### src/rtl/pipeline_ctrl.sv
// pipeline_ctrl: stall/flush sequencer for the 5-stage RV32 pipeline.
// Combines load-use hazards, multi-cycle execute ops and data-memory wait
// states into per-stage stall/flush controls, redirects branch mispredicts
// and keeps a saturating count of front-end stall cycles.
module pipeline_ctrl #(
  parameter int WIDTH  = 5,
  parameter int LAT_W  = 6,
  parameter int PERF_W = 32
) (
  input  logic              clk,
  input  logic              rst,
  input  logic [WIDTH-1:0]  Rs1D,
  input  logic [WIDTH-1:0]  Rs2D,
  input  logic [WIDTH-1:0]  RdE,
  input  logic              MemReadE,
  input  logic              MultiCycleE,
  input  logic [LAT_W-1:0]  LatencyE,
  input  logic              MemWaitM,
  input  logic              flushBranch,
  output logic              StallF,
  output logic              StallD,
  output logic              StallE,
  output logic              StallM,
  output logic              FlushD,
  output logic              FlushE,
  output logic              FlushM,
  output logic              FlushW,
  output logic              busy,
  output logic [PERF_W-1:0] stall_count
);

  typedef enum logic {
    IDLE    = 1'b0,
    MC_BUSY = 1'b1
  } stateT;

  stateT            state;
  stateT            nextState;
  logic [LAT_W-1:0] cnt;
  logic [LAT_W-1:0] nextCnt;

  logic mcEntry;
  logic mcHold;
  logic loadUse;

  // Decode the events that compete for control of the pipeline this cycle
  always_comb begin
    mcEntry = (state == IDLE) && MultiCycleE && (LatencyE >= LAT_W'(2)) && !MemWaitM;
    mcHold  = (state == MC_BUSY) && (cnt != '0);
    loadUse = MemReadE && (RdE != '0) && ((RdE == Rs1D) || (RdE == Rs2D));
  end

  // State and remaining-cycle counter register
  always_ff @(posedge clk) begin
    if (rst) begin
      state <= IDLE;
      cnt   <= '0;
    end else begin
      state <= nextState;
      cnt   <= nextCnt;
    end
  end

  // Next-state logic; a memory wait freezes the sequencer so the op resumes intact
  always_comb begin
    nextState = state;
    nextCnt   = cnt;
    if (!MemWaitM) begin
      case (state)
        IDLE: begin
          if (mcEntry) begin
            nextState = MC_BUSY;
            nextCnt   = LatencyE - LAT_W'(2);
          end
        end
        MC_BUSY: begin
          if (cnt != '0) begin
            nextCnt = cnt - LAT_W'(1);
          end else begin
            nextState = IDLE;
          end
        end
        default: begin
          nextState = IDLE;
          nextCnt   = '0;
        end
      endcase
    end
  end

  // Output decode in priority order: memory wait, multi-cycle, branch, load-use
  always_comb begin
    StallF = 1'b0;
    StallD = 1'b0;
    StallE = 1'b0;
    StallM = 1'b0;
    FlushD = 1'b0;
    FlushE = 1'b0;
    FlushM = 1'b0;
    FlushW = 1'b0;
    busy   = 1'b0;
    if (!rst) begin
      if (MemWaitM) begin
        StallF = 1'b1;
        StallD = 1'b1;
        StallE = 1'b1;
        StallM = 1'b1;
        FlushW = 1'b1;
        busy   = mcHold;
      end else if (mcEntry || mcHold) begin
        StallF = 1'b1;
        StallD = 1'b1;
        StallE = 1'b1;
        FlushM = 1'b1;
        busy   = 1'b1;
      end else if (state == IDLE) begin
        if (flushBranch) begin
          FlushD = 1'b1;
          FlushE = 1'b1;
        end else if (loadUse) begin
          StallF = 1'b1;
          StallD = 1'b1;
          FlushE = 1'b1;
        end
      end
    end
  end

  // Saturating count of cycles in which the PC was held
  always_ff @(posedge clk) begin
    if (rst) begin
      stall_count <= '0;
    end else if (StallF && (stall_count != '1)) begin
      stall_count <= stall_count + PERF_W'(1);
    end
  end

endmodule

### config.mk
export PLATFORM = sky130hd
export DESIGN_NAME = pipeline_ctrl
export DESIGN_NICKNAME = d
export VERILOG_FILES = /design/src/rtl/pipeline_ctrl.sv
export SDC_FILE = /design/constraint.sdc
export NUM_CORES = 1
export LEC_CHECK = 0
export BUFFER_PORTS_ARGS = -buffer_cell sky130_fd_sc_hd__buf_2
export CAP_MARGIN = 40
export CORE_MARGIN = 10
export CORE_UTILIZATION = 40
export DETAILED_ROUTE_END_ITERATION = 7
export GPL_TIMING_DRIVEN = 1
export PLACE_DENSITY = 0.74
export SLEW_MARGIN = 10
export SYNTH_ARGS = -nofsm -noshare
export SYNTH_HDL_FRONTEND = slang
export SYNTH_SLANG_ARGS = --single-unit
export TNS_END_PERCENT = 5
### constraint.sdc
create_clock -name clk -period 3.9 [get_ports clk]
set_input_delay 0.195 -clock clk [delete_from_list [all_inputs] [get_ports clk]]
set_output_delay 0.195 -clock clk [all_outputs]
set_load 0.02 [all_outputs]
==> results of run 1 <==
## through the flow
stage	power (µW)	area, µm²	hold WS, ns	cells	util, %
after global routing	826	2840	0.303	431	47.8
after CTS	791	2840	0.271	431	47.8
after global placement	537	2760	0.479	424	46.3
after detailed placement	540	2770	0.476	425	46.5
final	782	2840	0.272	431	47.8
after floorplan	511	2450	0.413	302	-
## layer usage
metal  GRT usage (%)  up-vias  share of wire [%]
met5               0        -                  0
met4            3.97        0                1.3
met3            4.09       10                5.2
met2            22.3       51                 50
met1            14.6     1121                 44
li1                -     1256                  -
## cells in the final DEF (no fill, tap or decap), types with 2 or more instances in the layout
master     n
ha_1       4
nand3b_1   6
a21oi_1   28
a22oi_1    3
nor2_1    14
xor2_1    11
nand3_1   16
o41ai_1    7
o21ai_1    2
o31ai_1    8
nand4_1    9
and2_1     3
or3_1     13
o21a_1     5
or4_1     12
nor3_1    10
o21ai_0   18
dfxtp_1   39
nor4_1     2
and3_1     8
buf_2     67
inv_1      7
and4_1     4
o311ai_1   6
nand2_1   24
clkbuf_8   5
## state kept, by name, indices dropped and copies added (netlist names)
register     count
cnt              6
stall_count     32
state            1
## layout make-up
class                   count  share of cell area [%]
clock buffers               6                    2.55
inverters                   9                    1.36
multi-input cells         234                    53.0
flip-flops and latches     39                    27.5
well taps                  75                    3.30
repair buffers             68                    12.3
## power by group through the flow
stage	logic [µW]	clock network [µW]	registers, µW
5_1_grt	131	280	414
2_1_floorplan	89.4	0	421
4_1_cts	119	259	412
3_5_place_dp	118	0	422
3_3_place_gp	116	0	421
6_report	118	252	413
## path summary, 6_finish.rpt
| check | end | slack (ns) | cells past startpoint |
|---|---|---|---|
| worst max-delay path | StallD | 1.45 | 6 |
| worst min-delay path | cnt[0]$_SDFFE_PP0P_ | 0.27 | 3 |
| worst max register to register | stall_count[13]$_SDFFE_PP0P_ | 1.57 | 7 |
| worst min register to register | stall_count[17]$_SDFFE_PP0P_ | 0.48 | 2 |
## critical path: cells and delay by family, from the launching register on
kind / cells / cell delay [ns]
flip-flops: 1 / 0.57
AO/OA/AOI/OAI: 3 / 0.91
buffers and inverters: 3 / 0.45
## kinds of logic (layout without fill, tap and decap cells)
family,count (synthesis),in the layout,synth area share [%]
AOI/OAI and AO/OA,86,86,23.4
xor gates and xnor gates,12,12,4.28
adders and majority gates,4,4,2.04
buffers and inverters,29,83,6.73
DFF,39,39,31.8
muxes,2,2,1.02
and+or+nand+nor,130,130,30.7
## synth_stat cells (all sizes together), types with 11 or more instances
cell type  number  share of area, %
nor2           14               2.1
o21ai          20               4.1
buf            12               3.9
nand2          24               3.7
xor2           11               3.9
dfxtp          39                32
or3            13               3.3
nor3           11               2.4
nand3          16               3.3
or4            13               4.1
a21oi          29               6.1
==> impl_metrics.py, run 1 <==
metrics = {
    "setup_path": {
        "path_cells": "inv_2 -> o211ai_2 -> a31oi_2 -> o21ba_4 -> inv_6 -> buf_2",
        "crit_required_ns": 3.70,
        "cp-start-kind": "register",
        "worstSetupPathType": "reg -> out",
        "critPathCaptureType": "output pin",
        "crit_fanout": 56,
        "worstPathArrival_ns": 2.25,
        "r2r-start": "state$_SDFFE_PP0N_",
        "crit_start": "state$_SDFFE_PP0N_",
        "max_stage_delay_ns": 0.66,
        "crit_slowest_cell": "o21ba_4",
    },
    "sta": {
        "fin_tns_setup_ns": 0,
        "fin_ws_ns": 1.45,
        "worst_pin_slew_ns": 0.761,
        "period_share_pct": 62.7,
        "relSlewSlack_pct": 49.2,
        "hold_viol": 0,
        "period_needed_ns": 2.45,
        "drv_slew": 0,
        "skew_ns": 0.00373,
        "fmax_mhz": 409,
        "setup_viol": 0,
        "grt_setup_unrepaired": "false",
    },
    "worst_hold_path": {
        "min_path_type": "in -> reg",
        "hp-start": "LatencyE[0]",
    },
    "synthesis": {
        "seq_area_frac_synth_pct": 31.8,
        "synthArstFlopShare_pct": 0,
        "postSynthAreaPerCell_um2": 8.12,
        "syn-cell-area_um2": 2450,
        "synth_top_flop_cell": "dfxtp_1",
        "yosys.cell_types.count": 53,
        "synth_warnings": 0,
        "synth_nets": 333,
        "ys_ff_latch": 39,
        "synth_cells": 302,
        "synth-edff-count": 0,
    },
    "clocking": {
        "path_clk_slew_ns": 0.07,
        "htreeDepth": 2,
        "holdBufCountCts": 0,
        "numCtsBuffers": 5,
        "cts_resized": 0,
        "postCtsSetupRepairBufs": 0,
        "cts_sinks": 39,
        "tritoncts": "yes",
        "clock_latency_ns": 0.29,
        "cts.path.max_buffers": 2,
        "cts_root_buffer": "clkbuf_8",
    },
    "detailed_routing": {
        "ant_nets": 0,
        "routedWlPerCell_um": 15.2,
        "wl_um": 6550,
        "drt_pass1_iterations": 5,
        "vias": 2438,
        "drt_iter0_drc": 148,
        "route.detailed.drc": 0,
        "viasPerCell": 5.66,
    },
    "floorplan": {
        "rows": 28,
        "chipHeight_um": 98.3,
        "die_area_um2": 9670,
        "die_w_um": 98.3,
        "start_util_pct": 41.2,
        "io-pin-count": 68,
        "core_um2": 5960,
    },
    "power": {
        "p_sw_uw": 214,
        "power_frac_seq_pct": 52.8,
        "leakagePower_uw": 0.00111,
        "switching_share_pct": 27.3,
        "intPower_uw": 569,
        "p_comb_share_pct": 15.0,
        "peakVddDrop_mv": 0.125,
        "pwr-share-clk_pct": 32.2,
        "pwr_density_cell_nw_per_um2": 275,
    },
    "cells_and_area": {
        "fillers": 604,
        "areaGrowthSynthToFinish_pct": 15.9,
        "diodes": 0,
        "multi_input_area_um2": 1510,
        "nets": 388,
        "drive_gt1_share_pct": 23.9,
        "regArea_um2": 781,
    },
    "place": {
        "gp_congestion": 0.781,
        "dp_slack_ns": 1.37,
        "io_buffers": 67,
        "hpwl_um": 4910,
    },
    "global_route": {
        "grt_pass1_vias": 2318,
        "grt_max_degree": 57,
        "grt_usage_pct": 12.9,
        "grt_antenna_before_repair": 0,
        "grt-ovfl-total": 0,
        "grt_pass1_wl_um": 10700,
    },
    "job": {
        "maxCapViolations": 0,
    },
    "outcome": {
        "run_status": "complete, no violations",
    },
}
No activity file was read; power rests on OpenSTA's default activity.
==> inputs of run 2 (changes only) <==
ABC_AREA = 1   (was not set)
PLACE_DENSITY = 0.75   (was 0.74)
clock period = 2 ns   (was 3.9 ns; I/O delays follow)
==> impl_metrics.py, run 2 <==
metrics = {
    "synthesis": {
        "ys_ff_latch": 39,
        "seq_area_frac_synth_pct": 27.7,
        "synth_top_cells_by_count": "nand2_1 (154), nor2_1 (60), nand3_1 (44)",
        "syn-cell-area_um2": 2820,
        "yosys.cell_types.count": 27,
        "synth_top_flop_cell": "dfxtp_1",
        "synth_cells": 471,
        "synthArstFlopShare_pct": 0,
        "synth_area_leader_cell": "dfxtp_1",
        "synth_nets": 502,
        "synth-edff-count": 0,
        "synth_warnings": 0,
        "yosysMostFrequentCell": "nand2_1",
        "synth_top_area_share_pct": 27.7,
        "synthTopCellsByArea": "dfxtp_1 (28%), nand2_1 (20%), nor2_1 (8.0%)",
        "postSynthAreaPerCell_um2": 5.99,
    },
    "cells_and_area": {
        "drive_gt1_share_pct": 18.9,
        "regMostFlops": "stall_count",
        "areaGrowthSynthToFinish_pct": 21.6,
        "nets": 579,
        "final_common_cell": "nand2_1",
        "fillers": 741,
        "final_cells": 645,
        "largest_reg_flops": 32,
        "largestRegisters": "stall_count x32, cnt x6, state x1",
        "diodes": 0,
        "layout_common_cells": "nand2_1 (154), buf_2 (67), nor2_1 (59), nand3_1 (44), inv_1 (40)",
    },
    "global_route": {
        "grt_pass1_wl_um": 14200,
        "grt_usage_pct": 15.1,
        "grt_pass1_vias": 3057,
        "grt-ovfl-total": 0,
        "grt_max_degree": 31,
        "grt_antenna_before_repair": 0,
    },
    "place": {
        "gp_congestion": 0.888,
        "io_buffers": 67,
        "placedCellCount": 637,
        "hpwl_um": 6770,
    },
    "clocking": {
        "cts_sinks": 39,
        "numCtsBuffers": 5,
        "cts.path.max_buffers": 2,
        "htreeDepth": 2,
        "cts_root_buffer": "clkbuf_8",
        "path_clk_slew_ns": 0.07,
        "cts_resized": 0,
        "clock_latency_ns": 0.30,
        "tritoncts": "yes",
        "holdBufCountCts": 0,
        "postCtsSetupRepairBufs": 0,
    },
    "outcome": {
        "run_status": "complete, no violations",
    },
    "floorplan": {
        "core_um2": 6830,
        "io-pin-count": 68,
        "chipHeight_um": 104,
        "rows": 30,
        "die_area_um2": 10800,
        "die_w_um": 104,
        "start_util_pct": 41.3,
    },
    "sta": {
        "period_needed_ns": 1.83,
        "relSlewSlack_pct": 73.9,
        "grt_setup_unrepaired": "false",
        "setup_viol": 0,
        "period_share_pct": 91.6,
        "drv_slew": 0,
        "fmax_mhz": 546,
        "worst_pin_slew_ns": 0.388,
        "fin_tns_setup_ns": 0,
        "skew_ns": 0.00901,
        "hold_viol": 0,
    },
    "setup_path": {
        "crit_fanout": 12,
        "cp-start-kind": "register",
        "crit_required_ns": 1.90,
        "worstPathArrival_ns": 1.73,
        "critPathCaptureType": "output pin",
        "worstSetupPathType": "reg -> out",
    },
    "worst_hold_path": {
        "min_path_type": "in -> reg",
    },
    "power": {
        "leakagePower_uw": 0.00153,
        "power.total_uw": 1590,
        "pwr_density_cell_nw_per_um2": 465,
        "peakVddDrop_mv": 0.259,
    },
    "detailed_routing": {
        "drt_pass1_iterations": 5,
        "ant_nets": 0,
        "vias": 3260,
        "drt_iter0_drc": 226,
        "viasPerCell": 5.05,
        "wl_um": 8460,
        "route.detailed.drc": 0,
        "routedWlPerCell_um": 13.1,
    },
    "job": {
        "maxCapViolations": 0,
    },
}
-- run 2: cells by family (layout without fill, tap and decap cells) --
family          Yosys count  after routing  synth area share (%)
compound gates           49             49                  8.78
flops                    39             39                  27.7
buf+inv                  60            138                  9.27
xor+xnor                 25             25                  7.76
fa+ha+maj                 4              4                  1.77
simple gates            294            294                  44.7
-- run 2: critical path, cell delays in order, from the launching register on --
cell	delay [ns]
dfxtp_2	0.34
inv_1	0.07
ha_1	0.20
nand4_1	0.09
nand2_1	0.07
nand3_1	0.08
nand2_1	0.12
nand2_4	0.14
buf_6	0.16
buf_2	0.18
-- run 2: path summary, 6_finish.rpt --
check / from / end / slack (ns) / cells past startpoint
worst max register to register: stall_count[3]$_SDFFE_PP0P_ / stall_count[27]$_SDFFE_PP0P_ / 0.20 / 8
worst min register to register: cnt[3]$_SDFFE_PP0P_ / cnt[3]$_SDFFE_PP0P_ / 0.50 / 2
worst min-delay path: LatencyE[5] / cnt[5]$_SDFFE_PP0P_ / 0.14 / 4
worst max-delay path: cnt[0]$_SDFFE_PP0P_ / StallD / 0.17 / 9
-- run 2: power by group --
group	switching, µW	total [µW]	internal [µW]
clock network	282	527	245
registers	8.41	797	789
logic	166	269	103
total	456	1590	1140
-- run 2: area by class of cell --
cell class	instances	area [µm²]	share of cell area [%]
tap	96	120	3.50
timing repair buffer	86	494	14.4
clock buffer	7	76.3	2.23
sequential	39	782	22.8
clock inverter	1	5.00	0.146
inverter	44	165	4.82
multi-input combinational	372	1790	52.1
-- run 2: routing by layer --
layer  GRT usage [%]  part of all wire [%]  vias to the layer above  routed length, µm
met5               0                     0                        -                  0
met4            4.37                   1.9                        0                161
met3            3.59                   6.4                       15                543
li1                -                     -                     1660                  -
met2            26.2                    49                      117               4120
met1            18.1                    43                     1468               3630
-- run 2: metrics by stage --
stage                     area (µm²)  utilization [%]  hold WS (ns)  setup WS [ns]
after detailed placement        3340             48.8         0.450          0.250
after global routing            3430             50.2         0.164         0.0222
final                           3430             50.2         0.141          0.168
after global placement          3340             48.8         0.437          0.267
after CTS                       3420             50.0         0.134         0.0476
after floorplan                 2820                -         0.309         0.0659
==> inputs of run 3 (changes only) <==
CORE_UTILIZATION = 49   (was 40)
PLACE_DENSITY = 0.87   (was 0.75)
==> impl_metrics.py, run 3 (synthesis results as in run 2) <==
metrics = {
    "global_route": {
        "grt_pass1_vias": 3239,
        "grt_antenna_before_repair": 0,
        "grt_max_degree": 33,
        "grt_pass1_wl_um": 14000,
        "grt_usage_pct": 18.5,
        "grt-ovfl-total": 0,
    },
    "power": {
        "peakVddDrop_mv": 0.294,
        "pwr_density_cell_nw_per_um2": 514,
        "leakagePower_uw": 0.00156,
    },
    "detailed_routing": {
        "vias": 3289,
        "route.detailed.drc": 0,
        "routedWlPerCell_um": 13.6,
        "viasPerCell": 5.29,
        "drt_pass1_iterations": 5,
        "ant_nets": 0,
        "drt_iter0_drc": 252,
        "wl_um": 8480,
    },
    "place": {
        "gp_congestion": 0.994,
        "hpwl_um": 6710,
        "io_buffers": 67,
        "placedCellCount": 614,
    },
    "clocking": {
        "tritoncts": "yes",
        "cts.path.max_buffers": 2,
        "htreeDepth": 2,
        "path_clk_slew_ns": 0.08,
        "clock_latency_ns": 0.29,
        "cts_sinks": 39,
        "numCtsBuffers": 5,
        "cts_root_buffer": "clkbuf_8",
    },
    "worst_hold_path": {
        "min_to": "cnt[5]$_SDFFE_PP0P_",
        "hp-start": "LatencyE[5]",
        "hold_depth": 4,
        "min_path_type": "in -> reg",
    },
    "cells_and_area": {
        "multi_input_area_um2": 1790,
        "drive_gt1_share_pct": 19.1,
        "regArea_um2": 781,
        "largest_reg_flops": 32,
        "nets": 580,
        "diodes": 0,
        "fin_util_pct": 62.1,
        "fillers": 531,
        "areaGrowthSynthToFinish_pct": 21.9,
        "regMostFlops": "stall_count",
        "largestRegisters": "stall_count x32, cnt x6, state x1",
        "final_common_cell": "nand2_1",
        "final_cells": 622,
        "layout_common_cells": "nand2_1 (154), buf_2 (65), nor2_1 (59), nand3_1 (44), inv_1 (41)",
    },
    "setup_path": {
        "worstSetupPathType": "reg -> out",
        "worstPathArrival_ns": 1.79,
        "crit_fanout": 17,
        "crit_required_ns": 1.90,
        "worstReg2RegEnd": "stall_count[27]$_SDFFE_PP0P_",
        "cp-start-kind": "register",
        "rrSetupSlack_ns": 0.14,
        "critPathCaptureType": "output pin",
        "r2r_cells": 8,
        "r2r-start": "stall_count[3]$_SDFFE_PP0P_",
    },
    "sta": {
        "drv_slew": 0,
        "period_share_pct": 94.7,
        "setup_viol": 0,
        "relSlewSlack_pct": 71.6,
        "grt_setup_unrepaired": "true",
        "hold_viol": 0,
        "worst_pin_slew_ns": 0.425,
        "fmax_mhz": 528,
        "skew_ns": 0.00185,
        "period_needed_ns": 1.89,
    },
    "floorplan": {
        "io-pin-count": 68,
        "chipHeight_um": 95.9,
        "die_w_um": 95.9,
        "core_um2": 5540,
        "start_util_pct": 50.9,
        "rows": 27,
        "die_area_um2": 9190,
    },
    "job": {
        "maxCapViolations": 0,
    },
    "outcome": {
        "run_status": "complete, no violations",
    },
}
run 3: cell types whose count changed in the layout (fill, tap and decap cells not counted), sizes merged:
cell	previous run	this run
bufinv	0	1
buf	86	87
clkbuf	7	6
run 3: critical path: stages (launching register included):
cell	delay [ns]
dfxtp_1	0.36
inv_1	0.08
ha_1	0.21
nand4_1	0.09
nand2_1	0.07
nand3_1	0.08
nand2_1	0.11
nand2_2	0.16
buf_8	0.17
buf_4	0.15
run 3: timing repair:
action	CTS	global route
setup buffers	0	0
hold endpoints to repair	0	0
hold buffers	0	0
setup endpoints to repair	0	14
gates resized for setup	0	6
run 3: worst max-delay path by stage:
| stage | start | cells after the start | end | slack (ns) |
|---|---|---|---|---|
| 2_1_floorplan | stall_count[0]$_SDFFE_PP0P_ | 9 | stall_count[10]$_SDFFE_PP0P_ | 0.07 |
| 3_3_place_gp | stall_count[2]$_SDFFE_PP0P_ | 7 | stall_count[15]$_SDFFE_PP0P_ | 0.24 |
| 3_5_place_dp | stall_count[1]$_SDFFE_PP0P_ | 10 | stall_count[20]$_SDFFE_PP0P_ | 0.19 |
| 4_1_cts | cnt[0]$_SDFFE_PP0P_ | 9 | StallF | 0.05 |
| 5_1_grt | cnt[0]$_SDFFE_PP0P_ | 9 | StallF | -0.03 |
| 6_report | cnt[0]$_SDFFE_PP0P_ | 9 | StallF | 0.11 |
run 3: power by group:
part           internal, µW  leakage (µW)  switching [µW]
Combinational           104       0.00118             168
Sequential              788      0.000315            8.96
Clock                   404     0.0000612             293
Total                  1300       0.00156             469
run 3: final cells by class:
| type | instances | share of cell area, % |
|---|---|---|
| Timing Repair Buffer | 87 | 14.5 |
| Inverter | 44 | 4.80 |
| Tap cell | 72 | 2.62 |
| Multi-Input combinational cell | 372 | 52.0 |
| Clock inverter | 2 | 1.02 |
| Sequential cell | 39 | 22.7 |
| Clock buffer | 6 | 2.40 |
run 3: routing by layer:
metal	vias up	part of all wire, %	GRT usage (%)	routed length [µm]
met5	-	0	0	0
met4	0	2.5	7.99	208
met3	21	5.1	3.11	432
met2	96	51	34.0	4360
met1	1503	41	20.3	3480
li1	1669	-	-	-
run 3: through the flow:
stage / area, µm² / total power [µW] / hold WS (ns) / TNS (ns) / setup WS [ns]
after floorplan: 2820 / 992 / 0.309 / 0 / 0.0659
after global placement: 3300 / 1070 / 0.434 / 0 / 0.235
after detailed placement: 3300 / 1080 / 0.450 / 0 / 0.190
after CTS: 3420 / 1760 / 0.133 / 0 / 0.0520
after global routing: 3440 / 1840 / 0.161 / -0.0650 / -0.0262
final: 3440 / 1770 / 0.136 / 0 / 0.107
